===== src/rtl/conv_div_pkg.sv =====
// conv_div_pkg: shared states, widths and saturation constants for the Conv divider
package conv_div_pkg;
    typedef enum logic [1:0] {IDLE, CALC, FIX, DONE} state_t;
    localparam int DIVIDEND_W = 32;
    localparam int DIVISOR_W = 16;
    localparam int REM_W = 17;
    localparam int CNT_W = 5;
    localparam logic [DIVIDEND_W-1:0] QUO_POS_SAT = 32'h7FFF_FFFF;
    localparam logic [DIVIDEND_W-1:0] QUO_NEG_SAT = 32'h8000_0000;
endpackage


===== src/rtl/conv_udiv_core.sv =====
// conv_udiv_core: unsigned radix-2 restoring shift/subtract datapath, one quotient bit per step
module conv_udiv_core
    import conv_div_pkg::*;
(
    input  logic                  clk,
    input  logic                  rst,
    input  logic                  load_i,
    input  logic                  step_i,
    input  logic [DIVIDEND_W-1:0] dividend_i,
    input  logic [DIVISOR_W-1:0]  divisor_i,
    output logic [DIVIDEND_W-1:0] quo_o,
    output logic [REM_W-1:0]      rem_o
);
    logic [REM_W-1:0]      rem_q, rem_d, rem_sh;
    logic [DIVIDEND_W-1:0] quo_q, quo_d;
    logic [DIVISOR_W-1:0]  dvs_q;
    logic [REM_W:0]        diff;
    // one iteration: shift the next dividend bit into the partial remainder, trial-subtract, restore on borrow
    always_comb begin
        rem_sh = {rem_q[REM_W-2:0], quo_q[DIVIDEND_W-1]};
        diff = {1'b0, rem_sh} - {2'b00, dvs_q};
        rem_d = step_i ? (diff[REM_W] ? rem_sh : diff[REM_W-1:0]) : rem_q;
        quo_d = step_i ? {quo_q[DIVIDEND_W-2:0], ~diff[REM_W]} : quo_q;
    end
    // operand capture on load, otherwise advance by one iteration when stepping
    always_ff @(posedge clk or posedge rst) begin
        if (rst) begin
            rem_q <= '0;
            quo_q <= '0;
            dvs_q <= '0;
        end else if (load_i) begin
            rem_q <= '0;
            quo_q <= dividend_i;
            dvs_q <= divisor_i;
        end else begin
            rem_q <= rem_d;
            quo_q <= quo_d;
        end
    end
    assign quo_o = quo_q;
    assign rem_o = rem_q;
endmodule


===== src/rtl/conv_sdiv_32s_16u.sv =====
// conv_sdiv_32s_16u: signed 32 / unsigned 16 iterative divider with block-level start/done handshake
module conv_sdiv_32s_16u
    import conv_div_pkg::*;
#(
    parameter int unsigned ID         = 32'd1,
    parameter int unsigned din0_WIDTH = 32'd32,
    parameter int unsigned din1_WIDTH = 32'd16,
    parameter int unsigned dout_WIDTH = 32'd32
) (
    input  logic                  ap_clk,
    input  logic                  ap_rst,
    input  logic                  ap_start,
    output logic                  ap_ready,
    output logic                  ap_idle,
    output logic                  ap_done,
    input  logic [din0_WIDTH-1:0] din0,
    input  logic [din1_WIDTH-1:0] din1,
    output logic [dout_WIDTH-1:0] dout,
    output logic [REM_W-1:0]      rem,
    output logic                  div_zero
);
    state_t                state_q, state_d;
    logic [CNT_W-1:0]      cnt_q, cnt_d;
    logic                  neg_q, zero_q, dz_q, dz_d, load, step;
    logic [DIVIDEND_W-1:0] abs_dividend, quo_mag, dout_q, dout_d;
    logic [REM_W-1:0]      rem_mag, rem_q, rem_d;
    // 0x80000000 negates to itself, which read unsigned is exactly 2^31
    assign abs_dividend = din0[DIVIDEND_W-1] ? -din0 : din0;
    conv_udiv_core u_core (
        .clk       (ap_clk),
        .rst       (ap_rst),
        .load_i    (load),
        .step_i    (step),
        .dividend_i(abs_dividend),
        .divisor_i (din1),
        .quo_o     (quo_mag),
        .rem_o     (rem_mag)
    );
    // FSM next state, iteration counter and sign/zero fixup of the results
    always_comb begin
        state_d = state_q;
        cnt_d = cnt_q;
        load = 1'b0;
        step = 1'b0;
        dout_d = dout_q;
        rem_d = rem_q;
        dz_d = dz_q;
        case (state_q)
            IDLE: begin
                load = ap_start;
                cnt_d = ap_start ? CNT_W'(DIVIDEND_W - 1) : cnt_q;
                state_d = ap_start ? CALC : IDLE;
            end
            CALC: begin
                step = 1'b1;
                cnt_d = (cnt_q == '0) ? '0 : cnt_q - 1'b1;
                state_d = (cnt_q == '0) ? FIX : CALC;
            end
            FIX: begin
                dout_d = zero_q ? (neg_q ? QUO_NEG_SAT : QUO_POS_SAT) : (neg_q ? -quo_mag : quo_mag);
                rem_d = zero_q ? '0 : (neg_q ? -rem_mag : rem_mag);
                dz_d = zero_q;
                state_d = DONE;
            end
            default: state_d = IDLE;
        endcase
    end
    // state, counter, captured operand flags and held results
    always_ff @(posedge ap_clk or posedge ap_rst) begin
        if (ap_rst) begin
            state_q <= IDLE;
            cnt_q <= '0;
            neg_q <= 1'b0;
            zero_q <= 1'b0;
            dout_q <= '0;
            rem_q <= '0;
            dz_q <= 1'b0;
        end else begin
            state_q <= state_d;
            cnt_q <= cnt_d;
            if (load) begin
                neg_q <= din0[DIVIDEND_W-1];
                zero_q <= (din1 == '0);
            end
            dout_q <= dout_d;
            rem_q <= rem_d;
            dz_q <= dz_d;
        end
    end
    assign ap_idle = (state_q == IDLE);
    assign ap_ready = ap_idle & ap_start;
    assign ap_done = (state_q == DONE);
    assign dout = dout_q;
    assign rem = rem_q;
    assign div_zero = dz_q;
endmodule


===== config.mk =====
export PLATFORM = sky130hd
export DESIGN_NAME = conv_sdiv_32s_16u
export DESIGN_NICKNAME = d
export VERILOG_FILES = /design/src/rtl/conv_div_pkg.sv /design/src/rtl/conv_udiv_core.sv /design/src/rtl/conv_sdiv_32s_16u.sv
export SDC_FILE = /design/constraint.sdc
export NUM_CORES = 1
export LEC_CHECK = 0
export ABC_AREA = 1
export ABC_CLOCK_PERIOD_IN_PS = 5400
export BUFFER_PORTS_ARGS = -buffer_cell sky130_fd_sc_hd__buf_2
export CAP_MARGIN = 20
export CORE_MARGIN = 2
export CORE_UTILIZATION = 50
export CTS_CLUSTER_SIZE = 25
export DETAILED_ROUTE_END_ITERATION = 8
export PLACE_DENSITY = 0.7
export REMOVE_ABC_BUFFERS = 1
export SYNTH_ARGS = -nofsm -noshare
export SYNTH_HDL_FRONTEND = slang
export SYNTH_SLANG_ARGS = --single-unit

===== constraint.sdc =====
create_clock -name ap_clk -period 5.4 [get_ports ap_clk]
set_clock_uncertainty 0.05 [all_clocks]
set_input_delay 1.08 -clock ap_clk [delete_from_list [all_inputs] [get_ports ap_clk]]
set_output_delay 1.08 -clock ap_clk [all_outputs]
set_load 0.02 [all_outputs]

==> results.json, run 1 <==
{
  "status": "finished, final reports clean",
  "avgSynthCellArea_um2": 6.58,
  "grt_max_degree": 89,
  "synth-xor-area-share_pct": 2.03,
  "required_ns": 4.27,
  "cts-buffers-inserted": 17,
  "h-tree-depth": 4,
  "vias_per_cell": 5.38,
  "maxClockFrequency_mhz": 369,
  "cts_resized": 0,
  "gp_congestion": 0.911,
  "wire_per_inst_um": 15.0,
  "wl_um": 24600,
  "synth_compound_area_share_pct": 11.6,
  "path_clk_slew_ns": 0.05,
  "ys_types": 40,
  "ys_ff_latch": 124,
  "clock_path_buffers": 2,
  "ctsHoldBuffers": 0,
  "cts_sinks": 124,
  "synthSimpleGateAreaFrac_pct": 37.8,
  "areaGrowthSynthToFinish_pct": 14.9,
  "postCtsSetupBuffers": 0,
  "finalCriticalPeriod_ns": 2.71,
  "nets": 1466,
  "max_slew_margin_pct": 37.1,
  "drv_cap": 0,
  "grt_usage_pct": 27.1,
  "internal-power_uw": 3220,
  "final_util_pct": 58.1,
  "initial_core_util_pct": 50.5,
  "clk-insertion-delay-late_ns": 0.42,
  "synth_top_family_by_area": "simple AND/OR/NAND/NOR gates",
  "dr.first_iter.drc_count": 827,
  "ys_seq_area_share_pct": 36.0,
  "coreArea_um2": 17100,
  "hold_path.class": "reg2reg",
  "die_y_um": 135,
  "ant_nets": 0,
  "syn-cell-area_um2": 8620,
  "grt_pass1_vias": 7777,
  "dp_hpwl_um": 18400,
  "ioPinCount": 104,
  "num_antenna_cells": 0,
  "worstMarginPinSlew_ns": 0.935,
  "synth_cells": 1310,
  "cts_root_buf": "clkbuf_16",
  "numPortBuffers": 103,
  "die_w_um": 135,
  "grt_pass1_wl_um": 39200,
  "crit_path_end_kind": "output pin",
  "std_cell_rows": 48,
  "finalSetupTns_ns": 0,
  "post-route-period-util_pct": 50.2,
  "antenna_found_initial": 0,
  "drc": 0,
  "yosys_warnings": 0,
  "firstDrtPassIters": 6,
  "drive_gt1_share_pct": 12.2,
  "cts_tree": "done",
  "rsz0062_at_grt": "no",
  "power_frac_clock_pct": 19.4,
  "power_uw": 6100,
  "crit_fanout": 2,
  "synth_mux_area_share_pct": 0,
  "synthAdderAreaFrac_pct": 3.14,
  "arrival_ns": 1.58,
  "comb_power_share_pct": 53.7,
  "power.leakage_uw": 0.00521,
  "fp.dieArea_um2": 18300,
  "cp-start-kind": "input port",
  "setup_viol": 0,
  "path_class": "in2out",
  "switching_share_pct": 47.2,
  "power_frac_seq_pct": 26.9,
  "num_vias": 8786,
  "grt-ovfl-total": 0,
  "powerDensity_nw_per_um2": 616,
  "switchingPower_uw": 2880,
  "hold_viol": 0,
  "maxSlewViolCount": 0,
  "ir_drop_mv": 0.316
}
==> cells in the mapped netlist, drive strengths merged <==
cell	n	area [um^2]
nand2	424	1610
inv	157	589
nand3	150	756
nor2	135	554
dfrtp	124	3100
o21ai	97	493
a21oi	34	174
clkbuf	25	93.8
buf	23	129
ha	20	250
a22oi	19	143
nor3	19	95.1
nand4	17	106
xor2	16	140
o211ai	11	82.6
nand3b	8	60.1
nor4	5	31.3
or2	4	25.0
xnor2	4	35.0
and2	3	18.8
o21bai	3	22.5
o221ai	3	26.3
o31ai	3	22.5
o22ai	2	12.5
a221oi	1	8.76
a22o	1	8.76
fa	1	20.0
o21a	1	7.51
==> layout by cell type (no fill, tap or decap), types with 5 or more instances in the layout <==
| cell | netlist | final |
|---|---|---|
| ha_1 | 20 | 20 |
| o21ai_0 | 84 | 84 |
| nor2_1 | 124 | 124 |
| o211ai_1 | 11 | 11 |
| inv_1 | 153 | 152 |
| o21ai_1 | 11 | 11 |
| xor2_1 | 16 | 16 |
| nand3_1 | 149 | 149 |
| buf_2 | 19 | 103 |
| buf_4 | 2 | 8 |
| nand4_1 | 17 | 17 |
| nand3b_1 | 8 | 8 |
| clkbuf_16 | 0 | 17 |
| nand2_1 | 418 | 417 |
| nand2_2 | 5 | 6 |
| a21oi_1 | 33 | 33 |
| a22oi_1 | 19 | 19 |
| dfrtp_1 | 124 | 124 |
| nor3_1 | 19 | 19 |
| nor2_2 | 7 | 7 |
| nor4_1 | 5 | 5 |
==> path summary, 6_finish.rpt <==
kind,cells past startpoint,slack (ns),endpoint,from
max in group asynchronous,3,3.88,zero_q$_DFFE_PP0P_,ap_rst
min in group asynchronous,2,0.59,state_q[0]$_DFF_PP0_,ap_rst
setup reg to reg,9,2.90,u_core.rem_o[12]$_DFFE_PP0P_,u_core.rem_o[13]$_DFFE_PP0P_
hold / removal,2,0.42,dout[13]$_DFFE_PP0P_,dout[13]$_DFFE_PP0P_
hold reg to reg,2,0.42,dout[13]$_DFFE_PP0P_,dout[13]$_DFFE_PP0P_
setup / recovery,4,2.69,ap_ready,ap_start
==> registers in the layout, indices dropped and copies added, names as in the netlist, 2 cells and up <==
name and cells:
dout 32, u_core.quo_o 32, rem 17, u_core.rem_o 17, u_core.dvs_q 16, cnt_q 5
state_q 2
==> stage by stage <==
step           hold slack (ns)  std cells  cell area [um^2]  setup slack, ns
2_1_floorplan            0.396       1262              8400            0.971
3_3_place_gp             0.408       1598              9260             2.40
3_5_place_dp             0.411       1598              9260             2.36
4_1_cts                  0.426       1630              9860             2.66
5_1_grt                  0.445       1632              9910             2.58
6_report                 0.421       1632              9910             2.69
==> worst max-delay path, stage by stage <==
cell and delay [ns]:
buf_2 0.07, nand2_1 0.09, nor2_4 0.09, buf_2 0.24
==> power groups by stage <==
stage	combinational [uW]	clock (uW)	sequential, uW
2_1_floorplan	2450	0	1600
3_5_place_dp	3210	0	1660
6_report	3280	1180	1640
3_3_place_gp	3150	0	1650
5_1_grt	3750	1230	1680
4_1_cts	3240	1190	1640
==> final cells by class <==
| class | instances | area [um^2] |
|---|---|---|
| fill | 1711 | 7150 |
| multi-input combinational | 981 | 4710 |
| clock buffer | 25 | 495 |
| clock inverter | 7 | 110 |
| tap | 225 | 282 |
| timing repair buffer | 113 | 618 |
| sequential | 124 | 3100 |
| inverter | 157 | 592 |
==> metal layers <==
metal / share of wire, % / wire length [um] / GRT usage [%]
met4: 2.9 / 721 / 10.0
met1: 45 / 10900 / 36.2
met5: 0 / 0 / 0
met2: 47 / 11600 / 45.1
met3: 5.2 / 1280 / 3.85
==> kinds of logic after synthesis <==
logic type / count (synthesis)
AO/OA/AOI/OAI: 175
flip-flops: 124
adder cells (fa/ha/maj): 21
buffers and inverters: 205
XOR/XNOR: 20
AND/OR/NAND/NOR: 765
Power figures use the tool's default switching activity.
==> run 2: changes to the inputs <==
--- a/config.mk
+++ b/config.mk
@@ -5,15 +5,15 @@
 export SDC_FILE = /design/constraint.sdc
 export NUM_CORES = 1
 export LEC_CHECK = 0
-export ABC_AREA = 1
-export ABC_CLOCK_PERIOD_IN_PS = 5400
+export ABC_AREA = 0
+export ABC_CLOCK_PERIOD_IN_PS = 2400
 export BUFFER_PORTS_ARGS = -buffer_cell sky130_fd_sc_hd__buf_2
 export CAP_MARGIN = 20
 export CORE_MARGIN = 2
 export CORE_UTILIZATION = 50
 export CTS_CLUSTER_SIZE = 25
 export DETAILED_ROUTE_END_ITERATION = 8
-export PLACE_DENSITY = 0.7
+export PLACE_DENSITY = 0.74
 export REMOVE_ABC_BUFFERS = 1
 export SYNTH_ARGS = -nofsm -noshare
 export SYNTH_HDL_FRONTEND = slang
==> constraint.sdc (replaced) <==
create_clock -name ap_clk -period 2.4 [get_ports ap_clk]
set_clock_uncertainty 0.05 [all_clocks]
set_input_delay 0.48 -clock ap_clk [delete_from_list [all_inputs] [get_ports ap_clk]]
set_output_delay 0.48 -clock ap_clk [all_outputs]
set_load 0.02 [all_outputs]
==> results.json, run 2 <==
{
  "max_slew_margin_pct": 62.8,
  "crit_fanout": 4,
  "reg2reg_depth": 10,
  "fp.dieArea_um2": 16100,
  "synth_cells": 884,
  "clk-insertion-delay-late_ns": 0.42,
  "synth_top_area_share_pct": 41.0,
  "cts-buffers-inserted": 17,
  "dpl_cell_area_um2": 9040,
  "initial_core_util_pct": 51.6,
  "ant_nets": 0,
  "clock_path_buffers": 2,
  "path_clk_slew_ns": 0.06,
  "critical_path.max_stage_delay_ns": 0.54,
  "die_w_um": 127,
  "areaGrowthSynthToFinish_pct": 34.7,
  "hold_viol": 0,
  "power.leakage_uw": 0.00463,
  "grt_pass1_wl_um": 33000,
  "rsz0062_at_grt": "yes",
  "path_cells": "buf_6 > or4_4 > or4_4 > or2_4 > or3_4 > buf_6 > o31ai_4 > xor2_1 > a21oi_1",
  "nets": 1149,
  "whs_path_depth": 3,
  "vias_per_cell": 5.64,
  "yosys-top-cells-count": "nand2_1, dfrtp_1, o21ai_0, clkbuf_1, nor2_1",
  "critPathTopFamily": "simple AND/OR/NAND/NOR gates",
  "maxSlewViolCount": 0,
  "dp_hpwl_um": 14200,
  "cts_sinks": 124,
  "ys_top_cells_by_area": "dfrtp_1, o21ai_0, nand2_1",
  "num_antenna_cells": 0,
  "async_reset_ff_share_pct": 100,
  "synth.most_common_cell": "nand2_1",
  "worst-path-buf-inv": 2,
  "num_vias": 7185,
  "yosysTopAreaCell": "dfrtp_1",
  "finalSetupTns_ns": -1.32,
  "required_ns": 2.64,
  "ys_ff_latch": 124,
  "powerDensity_nw_per_um2": 1470,
  "cts_root_buf": "clkbuf_16",
  "coreArea_um2": 14600,
  "hold_path.class": "in2reg",
  "arrival_ns": 2.84,
  "cp-start-kind": "input port",
  "synth_edf_count": 0,
  "ir_drop_mv": 0.809,
  "crit_slowest_cell": "or4_4",
  "worstReg2RegStart": "u_core.dvs_q[1]$_DFFE_PP0P_",
  "avgSynthCellArea_um2": 8.55,
  "syn-cell-area_um2": 7560,
  "layout_commonest_cell": "nand2_1",
  "antenna_found_initial": 0,
  "grt_pass1_vias": 6863,
  "min_from": "din1[6]",
  "grt_usage_pct": 25.6,
  "wire_per_inst_um": 16.3,
  "r2r_end": "u_core.quo_o[0]$_DFFE_PP0P_",
  "h-tree-depth": 4,
  "min_to": "u_core.dvs_q[6]$_DFFE_PP0P_",
  "firstDrtPassIters": 5,
  "synth_ff_type": "dfrtp_1",
  "setup_viol": 10,
  "die_y_um": 127,
  "wl_um": 20800,
  "drive_gt1_share_pct": 30.9,
  "place_inst": 1228,
  "yosys_warnings": 0,
  "final_util_pct": 69.6,
  "setup_slack_ns": -0.199,
  "drc": 0,
  "final_cell_mix": "nand2_1, dfrtp_1, buf_4",
  "crit_path_end_kind": "register",
  "path_class": "in2reg",
  "drv_cap": 0,
  "stdcell_count": 1273,
  "numPortBuffers": 103,
  "cts_tree": "done",
  "post-route-period-util_pct": 108,
  "finalCriticalPeriod_ns": 2.60,
  "ioPinCount": 104,
  "violations": "setup timing",
  "grt-ovfl-total": 0,
  "status": "complete, but fails checks",
  "ys_types": 58,
  "dr.first_iter.drc_count": 524,
  "maxClockFrequency_mhz": 385,
  "worstMarginPinSlew_ns": 0.552,
  "std_cell_rows": 44,
  "ys_seq_area_share_pct": 41.0,
  "power_uw": 14900,
  "gp_congestion": 0.907,
  "num-fill-cells": 1143,
  "grt_max_degree": 61,
  "r2r_slack_ns": 0.02,
  "fin_area_um2": 10200
}
run 2: worst max-delay path by stage:
stage                     depth (start not counted)                      endpoint                   startpoint
after global routing                              9  u_core.quo_o[27]$_DFFE_PP0P_                      din0[7]
after floorplan                                   8  u_core.rem_o[11]$_DFFE_PP0P_  u_core.rem_o[9]$_DFFE_PP0P_
final                                             9  u_core.quo_o[27]$_DFFE_PP0P_                      din0[7]
after global placement                            8  u_core.quo_o[30]$_DFFE_PP0P_                      din0[8]
after CTS                                         7  u_core.quo_o[31]$_DFFE_PP0P_                      din0[7]
after detailed placement                          8  u_core.quo_o[30]$_DFFE_PP0P_                      din0[8]
run 2: worst register-to-register path: cells and delay by family (launching register included):
| family | cells | cell delay [ns] |
|---|---|---|
| fa+ha+maj | 1 | 0.31 |
| compound gates | 5 | 1.02 |
| buf+inv | 3 | 0.37 |
| simple gates | 1 | 0.15 |
| flops | 1 | 0.36 |
run 2: final cells by class:
type / count / area (um^2) / share of cell area [%]
well taps: 184 / 230 / 2.26
multi-input cells: 676 / 4560 / 44.7
inverters: 30 / 118 / 1.15
clock buffers: 20 / 467 / 4.58
flip-flops and latches: 124 / 3100 / 30.5
clock inverters: 11 / 141 / 1.39
repair buffers: 228 / 1570 / 15.4
run 2: timing repair:
item	in CTS	in global routing
gates resized for setup	44	58
pin swaps	23	28
buffers inserted	6	7
endpoints found under the setup margin	33	47
endpoints found under the hold margin	22	0
hold buffers	1	0
gates cloned	0	1
run 2: kinds of logic (layout without fill, tap and decap cells):
| logic type | Yosys count | count (layout) | share of synthesized area, % |
|---|---|---|---|
| AO/OA/AOI/OAI | 264 | 264 | 21.9 |
| multiplexers | 17 | 17 | 2.28 |
| XOR/XNOR | 71 | 71 | 8.22 |
| AND/OR/NAND/NOR | 303 | 303 | 18.8 |
| buffers and inverters | 84 | 289 | 4.17 |
| adder cells (fa/ha/maj) | 21 | 21 | 3.57 |
| flip-flops | 124 | 124 | 41.0 |
run 2: power by group:
part           switching, uW  total [uW]  internal, uW
Sequential               715        3640          2920
Clock                    948        2650          1700
Combinational           4560        8650          4090
run 2: layer usage:
layer	track usage [%]	share of wire, %	wire, um	vias up
met5	0	0	0	-
met4	9.11	1.9	393	0
met3	4.10	4.4	908	30
met2	44.6	51	10500	198
met1	32.3	43	8960	3415
li1	-	-	-	3542
run 2: through the flow:
step / setup slack [ns] / hold WS, ns
finish: -0.199 / 0.225
global route: -0.226 / 0.225
floorplan: -1.47 / 0.400
detailed placement: -0.888 / 0.412
CTS: -0.179 / 0.209
global placement: -0.855 / 0.406
